<file path="src/rtl/branch_redirect_ctrl.sv">
// Branch resolve and redirect/flush sequencer for the two-slot VLIW execute stage.
// Optional perf counters are enabled by defining BRANCH_PERF_CNT_EN.
module branch_redirect_ctrl #(
  parameter int ADDR_W       = 32,
  parameter int FLUSH_CYCLES = 2
) (
  input  logic              clk,
  input  logic              rstn,
  input  logic              stall,
  input  logic [2:0]        s0_kind,
  input  logic [31:0]       s0_op1,
  input  logic [31:0]       s0_op2,
  input  logic [ADDR_W-1:0] s0_target,
  input  logic [2:0]        s1_kind,
  input  logic [31:0]       s1_op1,
  input  logic [31:0]       s1_op2,
  input  logic [ADDR_W-1:0] s1_target,
  output logic              redirect_valid,
  output logic [ADDR_W-1:0] redirect_pc,
  output logic              flush,
  output logic              busy
`ifdef BRANCH_PERF_CNT_EN
  ,
  output logic [31:0]       taken_cnt,
  output logic [31:0]       deferred_cnt
`endif
);

  typedef enum logic [1:0] {
    IDLE  = 2'd0,
    PEND  = 2'd1,
    FLUSH = 2'd2
  } state_e;

  localparam logic [3:0] FL_INIT = 4'(FLUSH_CYCLES - 1);

  state_e              state_q;
  logic [3:0]          cnt_q;
  logic [ADDR_W-1:0]   pend_q;
  logic                rv_q;
  logic [ADDR_W-1:0]   pc_q;
  logic                flush_q;
  logic                busy_q;

  logic                t0;
  logic                t1;
  logic                br_taken;
  logic [ADDR_W-1:0]   br_tgt;
  logic                issue;
  logic                defer;

  function automatic logic slot_taken(
    input logic [2:0]  kind,
    input logic [31:0] a,
    input logic [31:0] b
  );
    logic eq;
    logic lt;
    eq = (a == b);
    lt = ($signed(a) < $signed(b));
    case (kind)
      3'd1:    slot_taken = eq;
      3'd2:    slot_taken = ~eq;
      3'd3:    slot_taken = lt;
      3'd4:    slot_taken = ~lt;
      3'd5:    slot_taken = 1'b1;
      default: slot_taken = 1'b0;
    endcase
  endfunction

  // slot0 is the older instruction, so it wins when both resolve taken
  always_comb begin
    t0       = slot_taken(s0_kind, s0_op1, s0_op2);
    t1       = slot_taken(s1_kind, s1_op1, s1_op2);
    br_taken = t0 | t1;
    br_tgt   = t0 ? s0_target : s1_target;
    issue    = 1'b0;
    defer    = 1'b0;
    unique case (state_q)
      IDLE: begin
        issue = br_taken & ~stall;
        defer = br_taken & stall;
      end
      PEND:    issue = ~stall;
      default: ;
    endcase
  end

  always_ff @(posedge clk or negedge rstn) begin
    if (!rstn) begin
      state_q <= IDLE;
      cnt_q   <= '0;
      pend_q  <= '0;
      rv_q    <= 1'b0;
      pc_q    <= '0;
      flush_q <= 1'b0;
      busy_q  <= 1'b0;
    end else begin
      rv_q <= 1'b0;
      pc_q <= '0;
      unique case (state_q)
        IDLE: begin
          if (issue) begin
            state_q <= FLUSH;
            cnt_q   <= FL_INIT;
            rv_q    <= 1'b1;
            pc_q    <= br_tgt;
            flush_q <= 1'b1;
            busy_q  <= 1'b1;
          end else if (defer) begin
            state_q <= PEND;
            pend_q  <= br_tgt;
            flush_q <= 1'b0;
            busy_q  <= 1'b1;
          end else begin
            flush_q <= 1'b0;
            busy_q  <= 1'b0;
          end
        end
        PEND: begin
          busy_q <= 1'b1;
          if (issue) begin
            state_q <= FLUSH;
            cnt_q   <= FL_INIT;
            rv_q    <= 1'b1;
            pc_q    <= pend_q;
            flush_q <= 1'b1;
          end
        end
        FLUSH: begin
          if (cnt_q == 4'd0) begin
            state_q <= IDLE;
            flush_q <= 1'b0;
            busy_q  <= 1'b0;
          end else begin
            cnt_q <= cnt_q - 4'd1;
          end
        end
        default: begin
          state_q <= IDLE;
          flush_q <= 1'b0;
          busy_q  <= 1'b0;
        end
      endcase
    end
  end

  assign redirect_valid = rv_q;
  assign redirect_pc    = pc_q;
  assign flush          = flush_q;
  assign busy           = busy_q;

`ifdef BRANCH_PERF_CNT_EN
  logic [31:0] taken_cnt_q;
  logic [31:0] deferred_cnt_q;

  always_ff @(posedge clk or negedge rstn) begin
    if (!rstn) begin
      taken_cnt_q    <= '0;
      deferred_cnt_q <= '0;
    end else begin
      if (issue) taken_cnt_q <= taken_cnt_q + 32'd1;
      if (defer) deferred_cnt_q <= deferred_cnt_q + 32'd1;
    end
  end

  assign taken_cnt    = taken_cnt_q;
  assign deferred_cnt = deferred_cnt_q;
`endif

endmodule

</file>
<file path="config.mk">
export PLATFORM = sky130hd
export DESIGN_NAME = branch_redirect_ctrl
export DESIGN_NICKNAME = d
export VERILOG_FILES = /design/src/rtl/branch_redirect_ctrl.sv
export SDC_FILE = /design/constraint.sdc
export NUM_CORES = 1
export LEC_CHECK = 0
export CELL_PAD_IN_SITES_DETAIL_PLACEMENT = 0
export CELL_PAD_IN_SITES_GLOBAL_PLACEMENT = 2
export CORE_MARGIN = 2
export CORE_UTILIZATION = 23
export CTS_CLUSTER_SIZE = 25
export DETAILED_ROUTE_END_ITERATION = 12
export GPL_TIMING_DRIVEN = 1
export PLACE_DENSITY = 0.77
export SLEW_MARGIN = 20
export SYNTH_ARGS = -nofsm -noshare
export SYNTH_HDL_FRONTEND = slang
export SYNTH_SLANG_ARGS = --single-unit
</file>
<file path="constraint.sdc">
create_clock -name clk -period 2.3 [get_ports clk]
set_clock_uncertainty 0.05 [all_clocks]
set_input_delay 0.46 -clock clk [delete_from_list [all_inputs] [get_ports clk]]
set_output_delay 0.46 -clock clk [all_outputs]
set_load 0.05 [all_outputs]
</file>
== After elaboration in Yosys (flattened, before gate mapping) ==
Index checks and enable logic that the tools add are counted.

* Flip-flop bits (word level): 73
* Latch bits: 0
* Bits in writable memories: 0
* Bits in read-only memories: 0
* Input bits: 201
* Output and inout bits: 35
* Word-level logic and storage cells: 70
* Memories: 0

* Add/sub/neg operators: 1
* Multiply operators: 0
* Div/mod/pow operators: 0
* Order comparisons: 2
* Eq/ne operators: 19
* Shifts and indexed selects: 0
* Muxes and demuxes: 24
* Bitwise gates (word level): 9
* Reduce and logical (&&, ||, !) cells: 8

{| class="wikitable"
|+ Operator list
! cell !! number
|-
| 2-to-1 mux 32 bit || 3
|-
| == test 32 bit || 2
|-
| less-than comparator 32 bit || 2
|-
| one-hot mux 32 bit (2 select lines) || 1
|-
| == test 3 x 2 -> 1 bit, second input constant || 4
|-
| == test 3 bit, second input constant || 4
|-
| one-hot mux 1 bit (5 select lines) || 2
|-
| AND reduction 3 bit || 3
|-
| 2-to-1 mux 2 bit || 4
|-
| 2-to-1 mux 4 bit || 2
|-
| one-hot mux 4 bit (2 select lines) || 1
|-
| 2-to-1 mux 1 bit || 7
|-
| == test 3 x 1 -> 1 bit, second input constant || 2
|-
| != test 2 bit, second input constant || 3
|-
| inverter 1 bit || 6
|-
| one-hot mux 1 bit (3 select lines) || 2
|-
| one-hot mux 2 bit (3 select lines) || 1
|-
| logical NOT 4 bit || 1
|-
| subtractor 4 x 1 -> 4 bit, second input constant || 1
|-
| != test 3 bit, second input constant || 1
|-
| AND 1 bit || 2
|-
| == test 2 x 1 -> 1 bit, second input constant || 1
|-
| == test 2 bit, second input constant || 1
|-
| logical NOT 2 bit || 1
|-
| other kinds (6) || 6
|}

== Logic depth before layout (Yosys ltp) ==
* Word-level depth: 9
* Gate-level depth with buffers: 12
* Depth with buffers taken out: 11

== Worst setup path before layout ==
No wires, ideal clock.

* Kind: input-to-reg
* Start point: in s1_op2[30]
* End point: reg pend_q[10]
* Library setup time: 0.079 ns
* Arrival: 3.261 ns
* Required time: 2.171 ns
* Slack: -1.090 ns
* Cell stages on the path: 12
* Path buffers: 1
* Path through: inv_1 -> ha_1 -> a21oi_1 -> nand2_1 -> a221o_1 -> a211o_1 -> or4_4 -> nand3_2 -> o21ai_2 -> a2111oi_4 -> buf_6 -> mux2i_1

* Cells in the longest elaborated chain, start to end: 8
* Elaborated cells between the ends (all ways): 12
* Those cells by class: order compare (1); eq/ne (1); mux (3); bitwise (6); reduce/logical (1)

{| class="wikitable"
|+ RTL lines
! what !! line !! RTL
|-
| from (decl) || 16 || <nowiki>input logic [31:0] s1_op2,</nowiki>
|-
| less-than comparator 32 bit / == test 32 bit (equally long branches) || 60, 59 ||
|-
| inverter 1 bit, on equally long branches || 65, 63 ||
|-
| one-hot mux 1 bit (5 select lines) * || 61 || <nowiki>case (kind)</nowiki>
|-
| OR 1 bit * || 75 || <nowiki>br_taken = t0 | t1;</nowiki>
|-
| AND 1 bit || 81 || <nowiki>issue = br_taken & ~stall;</nowiki>
|-
| one-hot mux 1 bit (2 select lines) || 79 || <nowiki>unique case (state_q)</nowiki>
|-
| inverter 1 bit (no source line) || - ||
|-
| AND reduction 3 bit (no source line) * || - ||
|-
| to (signal assigned) || 112 || <nowiki>pend_q <= br_tgt;</nowiki>
|-
| to (decl) || 39 || <nowiki>logic [ADDR_W-1:0] pend_q;</nowiki>
|}

Mark *: on every way between the ends. The rest lies on a longest branch, timed or not.
A chain may end at the register's enable or synchronous reset.

== Worst setup path in the final report ==
* Start point: in s0_op2[20]
* End point: reg pend_q[10]

* Cells in the longest elaborated chain, start to end: 8
* Elaborated cells between the ends (all ways): 13
* Those cells by class: order compare (1); eq/ne (1); mux (4); bitwise (6); reduce/logical (1)

{| class="wikitable"
|+ RTL lines
! what !! line !! RTL
|-
| from (decl) || 12 || <nowiki>input logic [31:0] s0_op2,</nowiki>
|-
| less-than comparator 32 bit / == test 32 bit (equally long branches) || 60, 59 ||
|-
| inverter 1 bit, on equally long branches || 65, 63 ||
|-
| one-hot mux 1 bit (5 select lines) * || 61 ||
|-
| OR 1 bit || 75 ||
|-
| AND 1 bit || 81 ||
|-
| one-hot mux 1 bit (2 select lines) || 79 ||
|-
| inverter 1 bit (no source line) || - ||
|-
| AND reduction 3 bit (no source line) || - ||
|}

Marked as above.

==> results.toml <==
[synthesis]
synth_cell_types = 48
synthesis.yosys.warnings = 0
ys.flop_type = "dfrtp_1"
asyncSetResetFlopFracSynth_pct = 100
mappedNetlistArea_um2 = 4940
synth_sequential_area_ratio_pct = 37.0
synth_edf_count = 0
ys_ff_latch = 73
post_syn_nets = 793
netlist_instances = 527
synth.avg_cell_area_um2 = 9.38

[sta]
timing_hold_violations_final = 0
rsz0062_at_grt = "yes"
achievable-frequency_ghz = 0.319
drv_slew = 0
setup_ws_ns = -0.833
final-setup-viol-count = 73
final.period_utilization_pct = 136
maxSlewHeadroom_pct = 60.2
totalNegativeSetupSlack_ns = -52.87
timing_worst_slew_pin_value_ns = 0.595
period_minus_slack_ns = 3.13

[worst_setup_path]
setup_crit_start_kind = "input port"
worstPathRequired_ns = 2.50
worstPathArrival_ns = 3.33
worstPathMaxFanout = 8
criticalPathCategory = "input port to flop"
crit_path_end_kind = "flop"

[power]
share_comb_of_total_power_pct = 50.2
power_frac_seq_pct = 30.6
switching_power_mw = 2.55
part_of_the_total_power_dissipated_in_the_clock_network_pct = 19.2
irDropWorstVdd_uv = 443
power.share.switching_pct = 38.4
power.leakage_nw = 4.49
power_density_nw_per_um2 = 661
internal_power_mw = 4.09

[global_routing]
global_route.overflow_total = 0
via_count_of_the_first_global_routing_pass = 5425
grt_first_pass_wirelength_mm = 26.3
grtUsageTotal_pct = 14.6
grt_antenna_before_repair = 2
largest_net_degree_at_the_start_of_global_routing = 39

[layout]
layout.filler_cells = 1920
finalNonFillerCells = 1121
num-nets-final = 1105
most_common_cell_after_layout_fill_and_taps_aside = "clkdlybuf4s50_1"
flow.area_growth_from_synthesis_pct = 103
final_cell_mix = "108 x clkdlybuf4s50_1, 73 x dfrtp_1, 54 x ha_4, 51 x inv_1, 50 x inv_2"
drive_above_1_share_pct = 46.0

[routing]
detail_route.wl_per_cell_um = 15.7
post_drt_via_cell_ratio = 4.48
antenna_left = 0
via_count = 5020
drt-total-wl_mm = 17.6
detailed_route_drc_error_count = 0
detail_route.iter0.violations = 80
drt_pre_antenna_iters = 4

[floorplanning]
floorplan.io_pins = 236
coreArea_um2 = 21100
initial_core_util_pct = 23.4
die_height_um = 151
rows = 53
die_w_um = 151
dieArea_um2 = 22700

[clock_network]
clock_path_buffers = 2
cts_inserted_buffers = 9
tritoncts = "done"
root_buffer = "clkbuf_16"
ctsHtreeMaxLevel = 3
cts.clk_slew.worst_paths_ns = 0.06
clock_sinks = 73
clk_latency_ns = 0.33

[placed_design]
detailed_place_hpwl_mm = 12.1
numPortBuffers = 235
routabilityCongestion = 0.764
post-place-cells = 1057

[outcome]
run_status = "finished, violations left"
failed_checks = "setup timing"

[flow_run]
maximum_capacitance_violations = 0

[worst_hold_path]
timing.hold.worst.class = "input port to async pin"
repair_timing:
item | 4_1_cts | 5_1_grt
setup buffers | 36 | 11
pin swaps | 73 | 93
endpoints found under the setup margin | 73 | 73
gates cloned | 9 | 0
hold buffers | 0 | 0
resized for setup | 386 | 187
endpoints found under the hold margin | 0 | 0
Yosys cell counts (all sizes together), types with 4 or more instances:
cell | instances | share of area, %
clkbuf | 7 | 0.53
nand4 | 14 | 2.2
a211oi | 4 | 0.61
buf | 6 | 0.99
inv | 105 | 8.0
nor4 | 4 | 0.63
nor3 | 4 | 0.40
a21o | 5 | 0.76
mux2i | 65 | 13
nand2 | 46 | 3.5
nor2 | 12 | 0.91
a21oi | 25 | 2.5
o211ai | 4 | 0.61
nand3 | 12 | 1.3
nor2b | 5 | 0.63
ha | 65 | 16
o21ai | 41 | 4.2
dfrtp | 73 | 37
sequential cells by signal (all words and copies together) (netlist names):
register        count
redirect_pc        32
busy                1
pend_q             32
redirect_valid      1
flush               1
state_q             2
cnt_q               4
power by group through the flow:
stage | Clock [mW] | Sequential, mW | Combinational, mW
after floorplan | 0 | 2.48 | 1.06
after global placement | 0 | 2.02 | 2.55
after detailed placement | 0 | 2.02 | 2.60
after CTS | 1.30 | 2.01 | 3.20
after global routing | 1.36 | 2.08 | 3.57
final | 1.27 | 2.03 | 3.33
routing by layer:
layer	share of wire, %	vias up	track usage [%]
met5	0	-	0
met4	1.4	0	3.69
met3	5.1	18	2.73
met2	53	139	27.3
met1	41	2414	17.1
li1	-	2449	-
final timing paths:
| check | from | end | slack (ns) | depth (start not counted) |
|---|---|---|---|---|
| min in group clk | pend_q[2]$_DFFE_PN0P_ | redirect_pc[2]$_DFF_PN0_ | 0.43 | 2 |
| hold / removal | rstn | redirect_pc[28]$_DFF_PN0_ | 0.03 | 1 |
| setup reg to reg | state_q[1]$_DFFE_PN0P_ | cnt_q[3]$_DFFE_PN0P_ | 0.32 | 5 |
| setup / recovery | s0_op2[20] | pend_q[10]$_DFFE_PN0P_ | -0.83 | 14 |
| max in group asynchronous | rstn | cnt_q[3]$_DFFE_PN0P_ | 1.59 | 2 |
| hold reg to reg | pend_q[2]$_DFFE_PN0P_ | redirect_pc[2]$_DFF_PN0_ | 0.43 | 2 |
metrics by stage:
step           total power [mW]  util (%)  setup slack (ns)  instance area [µm²]  hold slack [ns]
6_report                   6.64      47.6            -0.833                10000           0.0328
5_1_grt                    7.01      47.6            -0.995                10000           0.0603
4_1_cts                    6.52      45.6            -0.948                 9610           0.0429
3_5_place_dp               4.62      38.6             -1.57                 8150            0.395
3_3_place_gp               4.57      38.6             -1.49                 8150            0.396
2_1_floorplan              3.54         -            -0.780                 5210            0.114
cell type report:
cell class,count,area [µm²],share of cell area [%]
clock buffers,10,229,2.28
clock inverters,6,42.5,0.424
repair buffers,314,3080,30.6
diodes,2,5.00,0.0498
well taps,275,344,3.43
multi-input cells,336,4110,41.0
flip-flops and latches,73,1830,18.2
inverters,105,404,4.02
kinds of logic after synthesis:
| family | after synthesis | share of synthesized area (%) |
|---|---|---|
| fa+ha+maj | 65 | 16.5 |
| buf+inv | 118 | 9.49 |
| compound gates | 101 | 13.1 |
| xor+xnor | 1 | 0.177 |
| flops | 73 | 37.0 |
| mux | 65 | 13.2 |
| simple gates | 104 | 10.7 |
worst max-delay path: stages:
cell and delay, ns:
clkbuf_2 0.09, inv_2 0.03, ha_1 0.27, nand4_1 0.17
a211oi_2 0.10, a221oi_1 0.29, o2111a_1 0.25, nand3_2 0.10
a311o_2 0.42, a21o_1 0.22, a2111oi_4 0.37, buf_6 0.22
buf_12 0.15, mux2i_1 0.19
(Power assumes the default switching activity.)
==> patch: new RTL, config.mk and constraints unchanged <==
Re-encode `state_e` (3 states) as one-hot, 3 bits wide.
--- a/src/rtl/branch_redirect_ctrl.sv
+++ b/src/rtl/branch_redirect_ctrl.sv
@@ -28,6 +28,6 @@
 
-  typedef enum logic [1:0] {
-    IDLE  = 2'd0,
-    PEND  = 2'd1,
-    FLUSH = 2'd2
+  typedef enum logic [2:0] {
+    IDLE  = 3'b001,
+    PEND  = 3'b010,
+    FLUSH = 3'b100
   } state_e;
Function: same outputs for any inputs over 10 cycles, from zero or initial values and one cycle with rstn low; not proved beyond that.
==> patch against the original RTL <==
The flow still finishes with violations (setup timing). Synthesized cell count increased by 3.0%. Critical path depth increased by 2. Setup slack improved by 0.31 ns. Sequential share of layout area increased by 0.93 points. Routed wire length fell by 0.42%. Synthesized area rose by 0.18%. Sequential cell count grew 1. Utilization is 1.7 points lower. Non-clock buffer count shrank 6. Hold slack improved by 0.067 ns. Cell area decreased by 3.5%. Power is 3.7% higher. Critical path type unchanged. Critical endpoint is now pend_q[4].
==> patch: results (changes against the original RTL) <==
status: "complete, but fails checks"
violations: "setup timing"
ctsResizeCount: 429  # +11%
p_leak_nw: 4.263  # -5.0%
route.vias.total: 5061  # +0.82%
final_cells: 1125  # +0.36%
ys_top_cells_by_count: "78 x nand2_1, 74 x inv_1, 73 x dfrtp_1"
grt_pass1_wl_mm: 25.36  # -3.4%
vdd_drop_max_uv: 400.3  # -9.6%
gp_congestion: 0.8170  # +7.0%
swShare_pct: 38.53  # +0.15 points
drive_above_1_share_pct: 52.71  # +6.7 points
tightest_slew_ns: 0.6767  # +0.08201 ns
whs_ns: 0.09940  # +0.06665 ns
critPathArrivalTime_ns: 2.99  # -0.34 ns
grt_max_degree: 54  # +38%
post-dp-hpwl_mm: 12.14  # +0.50%
fin_ws_ns: -0.5187  # +0.3143 ns
nFillCells: 1975  # +2.9%
final.setup.tns_ns: -34.22  # +18.66 ns
postPlaceCellArea_sq_um: 8129  # -0.20%
antenna_cells: 0  # -2
critPathLaunch: "s0_op2[18]"
pg_comb_mw: 3.40  # +2%
post_cts_buffers: 16  # -56%
crit_path_max_fanout: 7  # -1
pre_cts_ws_ns: -1.422  # +0.1528 ns
grt_usage_pct: 13.95  # -0.65 points
grt_pass1_vias: 5339  # -1.6%
power_frac_clock_pct: 20.8  # +1.6 points
rr_worst_depth: 6  # +1
setup_viol: 74  # +1.4%
seq_area_sq_um: 1853  # +1.4%
regToRegSetupSlack_ns: 0.19  # -0.13 ns
ys_seq_area_share_pct: 37.42  # +0.47 points
wl_mm: 17.51  # -0.42%
synth_cells: 543  # +3.0%
drt_iter0_drc: 86  # +7.5%
## patch: cell types whose count changed after synthesis, sizes merged, moves of 3 or more
cell	unedited run	this run
mux2i	65	33
nand2	46	78
o21ai	41	73
inv	105	74
nor2	12	17
buf	6	10
nand4	14	17
## patch: layout make-up
cell class	instances	share of cell area, %
multi-input cells	378	41.27
repair buffers	308	29.67
flip-flops and latches	74	19.12
well taps	275	3.551
inverters	74	3.228
clock buffers	10	2.466
clock inverters	6	0.6844
## patch: how the worst max path moves through the flow
stage | end | slack (ns) | depth (start not counted)
after floorplan | pend_q[10] | -0.44 | 13
after global placement | cnt_q[2] | -1.29 | 13
after CTS | pend_q[0] | -0.58 | 15
after detailed placement | cnt_q[2] | -1.42 | 13
final | pend_q[4] | -0.52 | 16
after global routing | redirect_pc[1] | -0.67 | 15
## patch: kinds of logic after synthesis
kind of cell,count (synthesis),synth area share [%]
AO/OA/AOI/OAI,135,17.89
XOR/XNOR,2,0.3538
adder cells (fa/ha/maj),65,16.42
buffers and inverters,91,7.984
flip-flops,74,37.42
multiplexers,33,6.670
AND/OR/NAND/NOR,143,13.26
## patch: per-layer routing
metal | GRT usage, % | vias to the layer above | routed length (um)
met4 | 2.290 | 0 | 112
met1 | 16.26 | 2416 | 7264
met3 | 3.030 | 13 | 869
met2 | 26.39 | 124 | 9259
li1 | - | 2508 | -
met5 | 0 | - | 0
## patch: critical path: stages
cell,delay (ns)
buf_6,0.08
inv_4,0.03
ha_4,0.25
nand4_1,0.17
nor4_4,0.39
a21oi_2,0.10
nor3b_2,0.20
a31o_2,0.14
a21oi_2,0.04
mux2i_4,0.26
buf_12,0.19
o2111ai_4,0.17
buf_12,0.21
clkbuf_16,0.17
nand2_4,0.06
o21ai_2,0.04
